## src/rtl/pipeline_hazard_ctrl.sv

```systemverilog
// pipeline_hazard_ctrl
// ---------------------------------------------------------------------------
// Central hazard controller for a 5-stage RISC-V pipeline (IF/ID/EX/MEM/WB).
// A small shadow pipeline mirrors the register tags of the instructions in
// EX, MEM and WB. From these tags and the current ID instruction the block
// derives the pipeline register enables, the IF/ID flush, the ID/EX bubble,
// and the EX-stage operand forwarding selects. It also counts load-use
// stall cycles.
//
// Ports
//   clk, reset         rising-edge clock, synchronous active-high reset
//   id_*               decoded fields of the instruction currently in ID
//   ex_redirect        branch taken / jump resolved in EX (flush younger)
//   dmem_busy          data memory not ready: freeze the whole pipeline
//   pc_en, if_id_en    front-end enables (dropped on stall or freeze)
//   if_id_flush        clear IF/ID to NOP on redirect
//   id_ex_bubble       load a NOP into ID/EX (redirect or load-use)
//   ex_mem_en          EX/MEM enable (dropped only on freeze)
//   mem_wb_en          MEM/WB enable (dropped only on freeze)
//   fwd_a_sel/_b_sel   EX operand source: 00 regfile, 01 EX/MEM, 10 MEM/WB
//   load_use_stall     a load-use stall cycle is being inserted now
//   stall_cnt          running count of load-use stall cycles (wraps)
// ---------------------------------------------------------------------------
module pipeline_hazard_ctrl #(
  parameter int REG_ADDR_WIDTH = 5,
  parameter int CNT_WIDTH      = 32
) (
  input  logic                      clk,
  input  logic                      reset,
  input  logic                      id_valid,
  input  logic [REG_ADDR_WIDTH-1:0] id_rs1,
  input  logic [REG_ADDR_WIDTH-1:0] id_rs2,
  input  logic                      id_rs1_used,
  input  logic                      id_rs2_used,
  input  logic [REG_ADDR_WIDTH-1:0] id_rd,
  input  logic                      id_reg_write_en,
  input  logic                      id_is_load,
  input  logic                      ex_redirect,
  input  logic                      dmem_busy,
  output logic                      pc_en,
  output logic                      if_id_en,
  output logic                      if_id_flush,
  output logic                      id_ex_bubble,
  output logic                      ex_mem_en,
  output logic                      mem_wb_en,
  output logic [1:0]                fwd_a_sel,
  output logic [1:0]                fwd_b_sel,
  output logic                      load_use_stall,
  output logic [CNT_WIDTH-1:0]      stall_cnt
);

  localparam logic [1:0] FWD_RF  = 2'b00;
  localparam logic [1:0] FWD_MEM = 2'b01;
  localparam logic [1:0] FWD_WB  = 2'b10;
  localparam logic [REG_ADDR_WIDTH-1:0] REG_X0 = '0;

  // -------------------------------------------------------------------------
  // Shadow pipeline. Only valid bits are reset; the tag fields are don't-care
  // whenever the matching valid bit is low, and every consumer gates on it.
  // WB forwards load data and ALU data alike, so WB needs no load bit.
  // -------------------------------------------------------------------------
  logic                      ex_valid_reg;
  logic [REG_ADDR_WIDTH-1:0] ex_rd_reg;
  logic                      ex_we_reg;
  logic                      ex_load_reg;
  logic [REG_ADDR_WIDTH-1:0] ex_rs1_reg;
  logic [REG_ADDR_WIDTH-1:0] ex_rs2_reg;
  logic                      ex_rs1_used_reg;
  logic                      ex_rs2_used_reg;

  logic                      mem_valid_reg;
  logic [REG_ADDR_WIDTH-1:0] mem_rd_reg;
  logic                      mem_we_reg;
  logic                      mem_load_reg;

  logic                      wb_valid_reg;
  logic [REG_ADDR_WIDTH-1:0] wb_rd_reg;
  logic                      wb_we_reg;

  logic [CNT_WIDTH-1:0]      stall_cnt_reg;

  // -------------------------------------------------------------------------
  // Load-use detection: a load in EX whose result the ID instruction needs.
  // The load data only exists at the end of MEM, so ID must wait one cycle
  // and then pick the value up from MEM/WB.
  // -------------------------------------------------------------------------
  logic ex_is_live_load;
  logic rs1_dep;
  logic rs2_dep;
  logic load_use_hz;

  assign ex_is_live_load = ex_valid_reg && ex_load_reg && ex_we_reg && (ex_rd_reg != REG_X0);
  assign rs1_dep         = id_rs1_used && (id_rs1 == ex_rd_reg);
  assign rs2_dep         = id_rs2_used && (id_rs2 == ex_rd_reg);
  assign load_use_hz     = ex_is_live_load && id_valid && (rs1_dep || rs2_dep);

  // A redirect kills the ID instruction anyway, so any load-use hazard it
  // carries is moot and must not be counted.
  logic stall_take;
  logic insert_bubble;

  assign stall_take    = load_use_hz && !ex_redirect;
  assign insert_bubble = ex_redirect || load_use_hz;

  // -------------------------------------------------------------------------
  // Pipeline control. Purely combinational so redirect and busy act on the
  // enables in the same cycle they arrive.
  // -------------------------------------------------------------------------
  always_comb begin
    pc_en          = 1'b1;
    if_id_en       = 1'b1;
    if_id_flush    = 1'b0;
    id_ex_bubble   = 1'b0;
    ex_mem_en      = 1'b1;
    mem_wb_en      = 1'b1;
    load_use_stall = 1'b0;
    if (reset) begin
      // Pipeline runs freely while being reset; nothing is stalled.
    end else if (dmem_busy) begin
      pc_en     = 1'b0;
      if_id_en  = 1'b0;
      ex_mem_en = 1'b0;
      mem_wb_en = 1'b0;
    end else if (ex_redirect) begin
      if_id_flush  = 1'b1;
      id_ex_bubble = 1'b1;
    end else if (load_use_hz) begin
      pc_en          = 1'b0;
      if_id_en       = 1'b0;
      id_ex_bubble   = 1'b1;
      load_use_stall = 1'b1;
    end
  end

  // -------------------------------------------------------------------------
  // Forwarding. Operand A (rs1) and operand B (rs2) use identical logic, one
  // generate iteration each. MEM wins over WB since it holds the younger
  // result. A load in MEM has no data yet, so it never forwards from MEM.
  // -------------------------------------------------------------------------
  logic [1:0][REG_ADDR_WIDTH-1:0] op_src;
  logic [1:0]                     op_used;
  logic [1:0][1:0]                op_sel;

  assign op_src[0]  = ex_rs1_reg;
  assign op_src[1]  = ex_rs2_reg;
  assign op_used[0] = ex_rs1_used_reg;
  assign op_used[1] = ex_rs2_used_reg;

  generate
    for (genvar gi = 0; gi < 2; gi++) begin : g_fwd
      logic op_live;
      logic mem_hit;
      logic wb_hit;

      assign op_live = !reset && ex_valid_reg && op_used[gi];
      assign mem_hit = mem_valid_reg && mem_we_reg && !mem_load_reg &&
                       (mem_rd_reg != REG_X0) && (mem_rd_reg == op_src[gi]);
      assign wb_hit  = wb_valid_reg && wb_we_reg &&
                       (wb_rd_reg != REG_X0) && (wb_rd_reg == op_src[gi]);

      assign op_sel[gi] = !op_live ? FWD_RF  :
                          mem_hit  ? FWD_MEM :
                          wb_hit   ? FWD_WB  : FWD_RF;
    end
  endgenerate

  assign fwd_a_sel = op_sel[0];
  assign fwd_b_sel = op_sel[1];
  assign stall_cnt = stall_cnt_reg;

  // -------------------------------------------------------------------------
  // Shadow pipeline advance and stall counter. A busy data memory freezes
  // everything, including the counter, so a stall that is pending under the
  // freeze is counted once, on the cycle it is actually taken.
  // -------------------------------------------------------------------------
  always_ff @(posedge clk) begin
    if (reset) begin
      ex_valid_reg  <= 1'b0;
      mem_valid_reg <= 1'b0;
      wb_valid_reg  <= 1'b0;
      stall_cnt_reg <= '0;
    end else if (!dmem_busy) begin
      wb_valid_reg    <= mem_valid_reg;
      wb_rd_reg       <= mem_rd_reg;
      wb_we_reg       <= mem_we_reg;

      mem_valid_reg   <= ex_valid_reg;
      mem_rd_reg      <= ex_rd_reg;
      mem_we_reg      <= ex_we_reg;
      mem_load_reg    <= ex_load_reg;

      // Tag fields follow ID unconditionally; only the valid bit decides
      // whether EX holds a real instruction or a bubble.
      ex_valid_reg    <= id_valid && !insert_bubble;
      ex_rd_reg       <= id_rd;
      ex_we_reg       <= id_reg_write_en;
      ex_load_reg     <= id_is_load;
      ex_rs1_reg      <= id_rs1;
      ex_rs2_reg      <= id_rs2;
      ex_rs1_used_reg <= id_rs1_used;
      ex_rs2_used_reg <= id_rs2_used;

      if (stall_take) begin
        stall_cnt_reg <= stall_cnt_reg + CNT_WIDTH'(1);
      end
    end
  end

endmodule

```

## config.mk

```make
export PLATFORM = sky130hd
export DESIGN_NAME = pipeline_hazard_ctrl
export DESIGN_NICKNAME = d
export VERILOG_FILES = /design/src/rtl/pipeline_hazard_ctrl.sv
export SDC_FILE = /design/constraint.sdc
export NUM_CORES = 1
export LEC_CHECK = 0
export ABC_AREA = 1
export BUFFER_PORTS_ARGS = -buffer_cell sky130_fd_sc_hd__buf_2
export CAP_MARGIN = 10
export CORE_UTILIZATION = 60
export DETAILED_ROUTE_END_ITERATION = 10
export PLACE_DENSITY = 0.94
export RECOVER_POWER = 25
export SYNTH_ARGS = -nofsm -noshare
export SYNTH_HDL_FRONTEND = slang
export SYNTH_SLANG_ARGS = --single-unit
```

## constraint.sdc

```tcl
create_clock -name clk -period 6.1 [get_ports clk]
set_input_delay 0.305 -clock clk [delete_from_list [all_inputs] [get_ports clk]]
set_output_delay 0.305 -clock clk [all_outputs]
set_load 0.01 [all_outputs]
```

; Yosys cells after proc, flatten, opt, wreduce, memory -nomap -nowiden
; Index checks and enable logic that the tools add are counted.
[word_totals]
ramBits = 0
reg_bits = 67
memories = 0
input_bits = 24
mem_bits_ro = 0
word_cells = 79
latch_bits = 0
[op_classes]
n_shift = 0
div = 0
n_reduce_logical = 32
addsub = 1
n_mux = 22
n_eq_ne = 6
multipliers = 0
bitwise = 2
magnitude_cmp = 0
[op_table]
columns = operator, count
row1 = $add A32 B1 Y32 const B, 1
row2 = $eq A5 B5 Y1, 6
row3 = $logic_and A1 B1 Y1, 21
row4 = $mux W1, 16
row5 = $reduce_bool A5 Y1, 3
row6 = $mux W2, 6
row7 = $logic_not A1 Y1, 4
row8 = $reduce_and A2 Y1, 2
row9 = $logic_or A1 B1 Y1, 2
row10 = $not A1 Y1, 2

; Depth between registers and ports, before layout
; Gate-level depths: netlist of run 1.
[logic_depth]
word_depth = 9
mapped_depth = 12
mapped_depth_nobuf = 12

; Worst setup path after synthesis of run 1
; No wires, ideal clock.
[synth_path]
path_type = input -> output
startpoint = input port dmem_busy
endpoint = output port id_ex_bubble
t_arrival_ns = 2.567
cell_stages = 4
path_buffers = 1
required_time_ns = 5.795
setup_slack_ns = 3.228
path_cell_list = clkbuf_1 nor2_1 inv_1 a21oi_1
[synth_via]
elab_chain_len = 2
[synth_lines]
columns = element, line
row1 = "start, declared", 39  ; input logic dmem_busy,
row2 = $mux W1, 119  ; end else if (dmem_busy) begin
row3 = $mux W1, 117  ; if (reset) begin
row4 = "end, declared", 43  ; output logic id_ex_bubble,
; Every way passes these cells.

; Final worst setup path of run 1
[layout_path]
startpoint = input port dmem_busy
endpoint = output port load_use_stall
[layout_via]
elab_chain_len = 2
[layout_lines]
columns = element, line
row1 = $mux W1, 119
row2 = $mux W1, 117
row3 = "end, declared", 48  ; output logic load_use_stall,
; Every way passes these cells.

==> results of run 1 <==
per-layer routing:
layer	part of all wire	vias to the layer above	track usage
met2	0.47	230	0.556
met4	0.024	0	0.105
met5	0	-	0
met3	0.092	28	0.0811
met1	0.41	1704	0.416
li1	-	1805	-
worst max-delay path by stage:
stage	from	endpoint	slack [ps]	depth (start not counted)
2_1_floorplan	dmem_busy	id_ex_bubble	3230	4
3_3_place_gp	ex_rd_reg[0]	stall_cnt[15]	4280	8
3_5_place_dp	ex_rd_reg[3]	stall_cnt[13]	4180	8
4_1_cts	ex_rd_reg[3]	pc_en	3850	9
5_1_grt	dmem_busy	load_use_stall	2830	6
6_report	dmem_busy	load_use_stall	2980	6
area by class of cell:
cell class	count	area, um2	share of cell area
sequential	67	1660	0.381
inverter	80	300	0.0688
clock buffer	11	131	0.0301
multi-input combinational	380	1770	0.406
timing repair buffer	68	325	0.0746
clock inverter	5	78.8	0.0181
tap	75	93.8	0.0215
stage by stage:
| step | worst slack [ps] | utilization |
|---|---|---|
| 6_report | 2980 | 0.724 |
| 3_3_place_gp | 4280 | 0.692 |
| 5_1_grt | 2830 | 0.724 |
| 3_5_place_dp | 4180 | 0.692 |
| 4_1_cts | 3850 | 0.727 |
| 2_1_floorplan | 3230 | - |
power by group through the flow:
stage               Sequential, W  Combinational, W  Clock [W]
finish                   0.000497         0.0000573   0.000401
detailed placement       0.000506         0.0000574          0
floorplan                0.000503         0.0000375          0
CTS                      0.000496         0.0000578   0.000402
global placement         0.000505         0.0000541          0
global route             0.000498         0.0000626   0.000420
cell usage after synthesis (all sizes together):
cell and instances:
nand3 20, a221oi 2, nor3 12, nor4 2, dfxtp 35, buf 8
o21ai 15, o21bai 1, xnor2 12, inv 80, nand4 17, ha 1
or2 4, a21oi 4, nand2 168, clkbuf 3, edfxtp 32, nor2 103
and3 1, o22ai 1, xor2 17
cells by family after synthesis:
kind of cell,Yosys count,share of synthesized area
flip-flops,67,0.437
adder cells (fa/ha/maj),1,0.00329
AND/OR/NAND/NOR,327,0.361
buffers and inverters,91,0.0986
AO/OA/AOI/OAI,23,0.0332
XOR/XNOR,29,0.0668
worst max-delay path: cells and delay by family:
kind	cells	cell delay, ps
buf+inv	4	2070
simple gates	2	430
==> impl_metrics.toml, run 1 <==
[run_status]
outcome = "finished with violations"
failed_checks = "max-capacitance violations, max-slew violations"

[die]
die_area_um2 = 6660
placementRows = 28
top_level_ports = 67
floorplan.die.height_um = 81.6
core_area_um2 = 6030
die-width_um = 81.6
floorplan.initialDensity = 0.631

[setup_path]
worstSetupPathType = "in -> out"
worst_stage_delay_on_the_critical_path_ps = 1310
critical_path_required_ps = 5790
worstReg2RegStart = "ex_rd_reg[3]"
slowest_stage = "clkbuf_1"
arrival_ps = 2820
crit_path_end_kind = "output port"
start_kind = "input port"
critical_path.reg2reg.endpoint = "stall_cnt[13]"
setup.reg_to_reg.worst_slack_ps = 4120
crit_fanout = 34
cp_cell_sequence = "clkbuf_1, nor2_2, clkbuf_1, inv_1, nor2_1, buf_2"
r2r_cells = 8
cpMostUsedCell = "clkbuf_1"

[routing]
detail-route-antenna-nets = 0
route.vias.total = 3767
initialDrtViolationCount = 325
drtPass1Iterations = 5
drc = 0
post_drt_via_cell_ratio = 5.49
wl_um = 10200
drt-wirelength-per-cell_um = 14.9

[place]
postPlaceCellArea_um2 = 4170
port-buffer-count = 66
post-dp-hpwl_um = 7500
finalWeightedCongestion = 0.930
dpl.cell_count = 670

[global_route]
first_global_vias = 3517
grtUsageTotal = 0.330
antenna_found_initial = 0
grt_max_degree = 37
grt_pass1_wl_um = 16200
grt.overflow.total = 0

[final_layout]
number_of_inserted_diodes = 0
layout.cells.most_common_list = "nand2_1 (167), nor2_1 (98), inv_1 (75)"
commonest_non_fill_non_tap_cell_in_the_layout = "nand2_1"
number_of_inserted_filler_cells_in_the_final_layout = 475
design_area_um2 = 4360
finish.net_count = 631
post_route_cells_drive_above_1_share = 0.139
synthToLayoutAreaGrowth_pct = 14.6
instances_no_fill = 686
largest_register_ffs = 32

[min_path]
min_delay_path_depth = 1
min-delay-path-class = "in -> reg"
hold_path_end = "ex_rd_reg[2]"
min-delay-start = "id_rd[2]"

[power_and_ir_drop]
clock_network_power_share = 0.420
power.static_leakage_nw = 1.93
cellInternalPower_w = 0.000735
power.density_cell_area_nw_per_um2 = 219
p_seq_frac = 0.520
power.share.combinational = 0.060
p_switching_w = 0.000221
power_w = 0.000956
netSwitchingFraction = 0.231
vdd_ir_drop_max_mv = 0.154

[synthesis]
mappedNetlistArea_um2 = 3800
synthDominantAreaCellType = "edfxtp_1"
synth_sequential_area_ratio = 0.437
total_of_warnings_raised_by_yosys = 0
yosys_top_cell_area_share = 0.253
synth_cell_types = 30
post_synth_inst_count = 538
synth.avg_cell_area_um2 = 7.07
post_synth_main_area_contributors = "edfxtp_1 (25%), dfxtp_1 (18%), nand2_1 (16%)"
syn-num-nets = 563
synth.ff_latch_count = 67

[timing]
worst_slew_margin_rel = -0.204
setup-violations-final = 0
min_period_over_period = 0.512
maxClockFrequency_mhz = 320
fin_skew_ps = 12.4
timing_hold_violations_final = 0
worst_slew_pin_slew_ps = 1810
period_needed_ps = 3120
hold-worst-slack_ps = 137
final-max-slew-violation-count = 35
grt_setup_unrepaired = "no"
setup_tns_ps = 0

[clock_network]
clk_latency_ps = 350
cts.clk_slew.worst_paths_ps = 70
post_cts.resized_instances = 0
post_cts_setup_buffer_count = 0
maximum_clock_path_buffer_count = 2
clock_sink_count = 67
cts_inserted_buffers = 9
postCtsHoldBufs = 0
cts_tree = "built"
htree_levels = 3
cts-root-buf = "clkbuf_8"

[job]
max_cap_violations = 1
Power figures use the tool's default switching activity.
==> inputs of run 2 (changes only) <==
Settings changed: CORE_UTILIZATION 60 to 56, PLACE_DENSITY 0.94 to 0.89.
Clock period 6.1 ns to 3.2 ns, I/O delays scaled along.
==> impl_metrics.toml, run 2 (synthesis gave the netlist of run 1 again) <==
[setup_path]
arrival_ps = 2070
slowest_stage = "edfxtp_1"
cp_cell_sequence = "nand2_1, nand2_1, nor2_1, nand3_1, nand2_4, nand3_2, nand2_1, nand2_1, buf_2"
buffers_and_inverters_on_the_worst_path = 1
crit_path_end_kind = "output port"
crit_fanout = 9
worst_stage_delay_on_the_critical_path_ps = 480
path_delay_family = "simple AND/OR/NAND/NOR gates"
cpMostUsedCell = "nand2_1"
start_kind = "flip-flop"
worstSetupPathType = "reg -> out"
critical_path_required_ps = 3040

[clock_network]
cts_inserted_buffers = 9
post_cts_setup_buffer_count = 0
cts.clk_slew.worst_paths_ps = 80
htree_levels = 3
clock_sink_count = 67
maximum_clock_path_buffer_count = 2
cts-root-buf = "clkbuf_8"
cts_tree = "built"
clk_latency_ps = 350

[timing]
hold-worst-slack_ps = 38.4
setup_tns_ps = 0
min_period_over_period = 0.697
setup-violations-final = 0
timing_hold_violations_final = 0
final-max-slew-violation-count = 0
worst_slew_pin_slew_ps = 915
maxClockFrequency_mhz = 449
period_needed_ps = 2230
grt_setup_unrepaired = "no"
worst_slew_margin_rel = 0.389
fin_skew_ps = 8.72

[routing]
drc = 5
initialDrtViolationCount = 313
post_drt_via_cell_ratio = 5.36
drtPass1Iterations = 8
wl_um = 9910
detail-route-antenna-nets = 0
drt-wirelength-per-cell_um = 14.3
route.vias.total = 3720

[final_layout]
largest_register_ffs = 32
multiInputGateArea_um2 = 1770
commonest_non_fill_non_tap_cell_in_the_layout = "nand2_1"
design_area_um2 = 4430
post_route_cells_drive_above_1_share = 0.138
number_of_inserted_diodes = 0
instances_no_fill = 694
synthToLayoutAreaGrowth_pct = 16.5
ff_latch_area_um2 = 1660
layout.cells.most_common_list = "nand2_1 (167), nor2_1 (99), inv_1 (75)"
finish.net_count = 637
finish.utilization = 0.686
number_of_inserted_filler_cells_in_the_final_layout = 554

[power_and_ir_drop]
vdd_ir_drop_max_mv = 0.265
power.density_cell_area_nw_per_um2 = 416
power.static_leakage_nw = 1.96

[global_route]
antenna_found_initial = 0
first_global_vias = 3482
grt_max_degree = 37
grt.overflow.total = 0
grtUsageTotal = 0.290
grt_pass1_wl_um = 16100

[place]
finalWeightedCongestion = 0.913
post-dp-hpwl_um = 7280
postPlaceCellArea_um2 = 4170
port-buffer-count = 66
dpl.cell_count = 671

[die]
die-width_um = 84.4
top_level_ports = 67
placementRows = 29
floorplan.initialDensity = 0.589
core_area_um2 = 6460
die_area_um2 = 7130
floorplan.die.height_um = 84.4

[min_path]
min-delay-path-class = "in -> reg"

[job]
max_cap_violations = 0

[run_status]
failed_checks = "design-rule violations"
outcome = "finished with violations"
==> run 2: cell count changes in the layout (fill, tap and decap cells not counted), sizes merged <==
cell | before | now
buf | 54 | 53
inv | 80 | 81
dlygate4sd3 | 0 | 7
clkbuf | 25 | 24
==> run 2: repair_timing <==
action / CTS / global route
hold buffers: 6 / 1
endpoints found under the hold margin: 6 / 1
setup endpoints to repair: 0 / 0
resized for setup: 0 / 0
==> run 2: path summary, 6_finish.rpt <==
kind,start,endpoint,slack (ps),cells past startpoint
setup / recovery,ex_rd_reg[4],pc_en,970,9
hold / removal,id_rs2[0],ex_rs2_reg[0],40,1
setup reg to reg,ex_rd_reg[4],stall_cnt[13],1170,8
hold reg to reg,ex_load_reg,mem_load_reg,470,0
==> run 2: metrics by stage <==
| step | setup slack (ps) | total power (W) |
|---|---|---|
| final | 971 | 0.00184 |
| after global routing | 827 | 0.00190 |
| after CTS | 1020 | 0.00184 |
| after detailed placement | 1250 | 0.00107 |
| after global placement | 1320 | 0.00106 |
| after floorplan | 618 | 0.00103 |
==> run 2: layer usage <==
layer | vias to the layer above | track usage | share of wire
li1 | 1819 | - | -
met1 | 1712 | 0.388 | 0.44
met2 | 166 | 0.464 | 0.45
met3 | 23 | 0.0541 | 0.085
met4 | 0 | 0.126 | 0.021
met5 | - | 0 | 0
==> run 2: report_power, final <==
| group | total [W] | leakage [nW] | internal [W] | switching (W) |
|---|---|---|---|---|
| Sequential | 0.000946 | 0.582 | 0.000923 | 0.0000227 |
| Combinational | 0.000112 | 1.27 | 0.0000441 | 0.0000680 |
| Clock | 0.000786 | 0.103 | 0.000440 | 0.000346 |
| Total | 0.00184 | 1.96 | 0.00141 | 0.000436 |
==> run 2: cell type report <==
class,count,share of cell area
repair buffers,74,0.0881
well taps,77,0.0217
flip-flops and latches,67,0.375
clock buffers,10,0.0288
clock inverters,6,0.0200
inverters,80,0.0677
multi-input cells,380,0.399
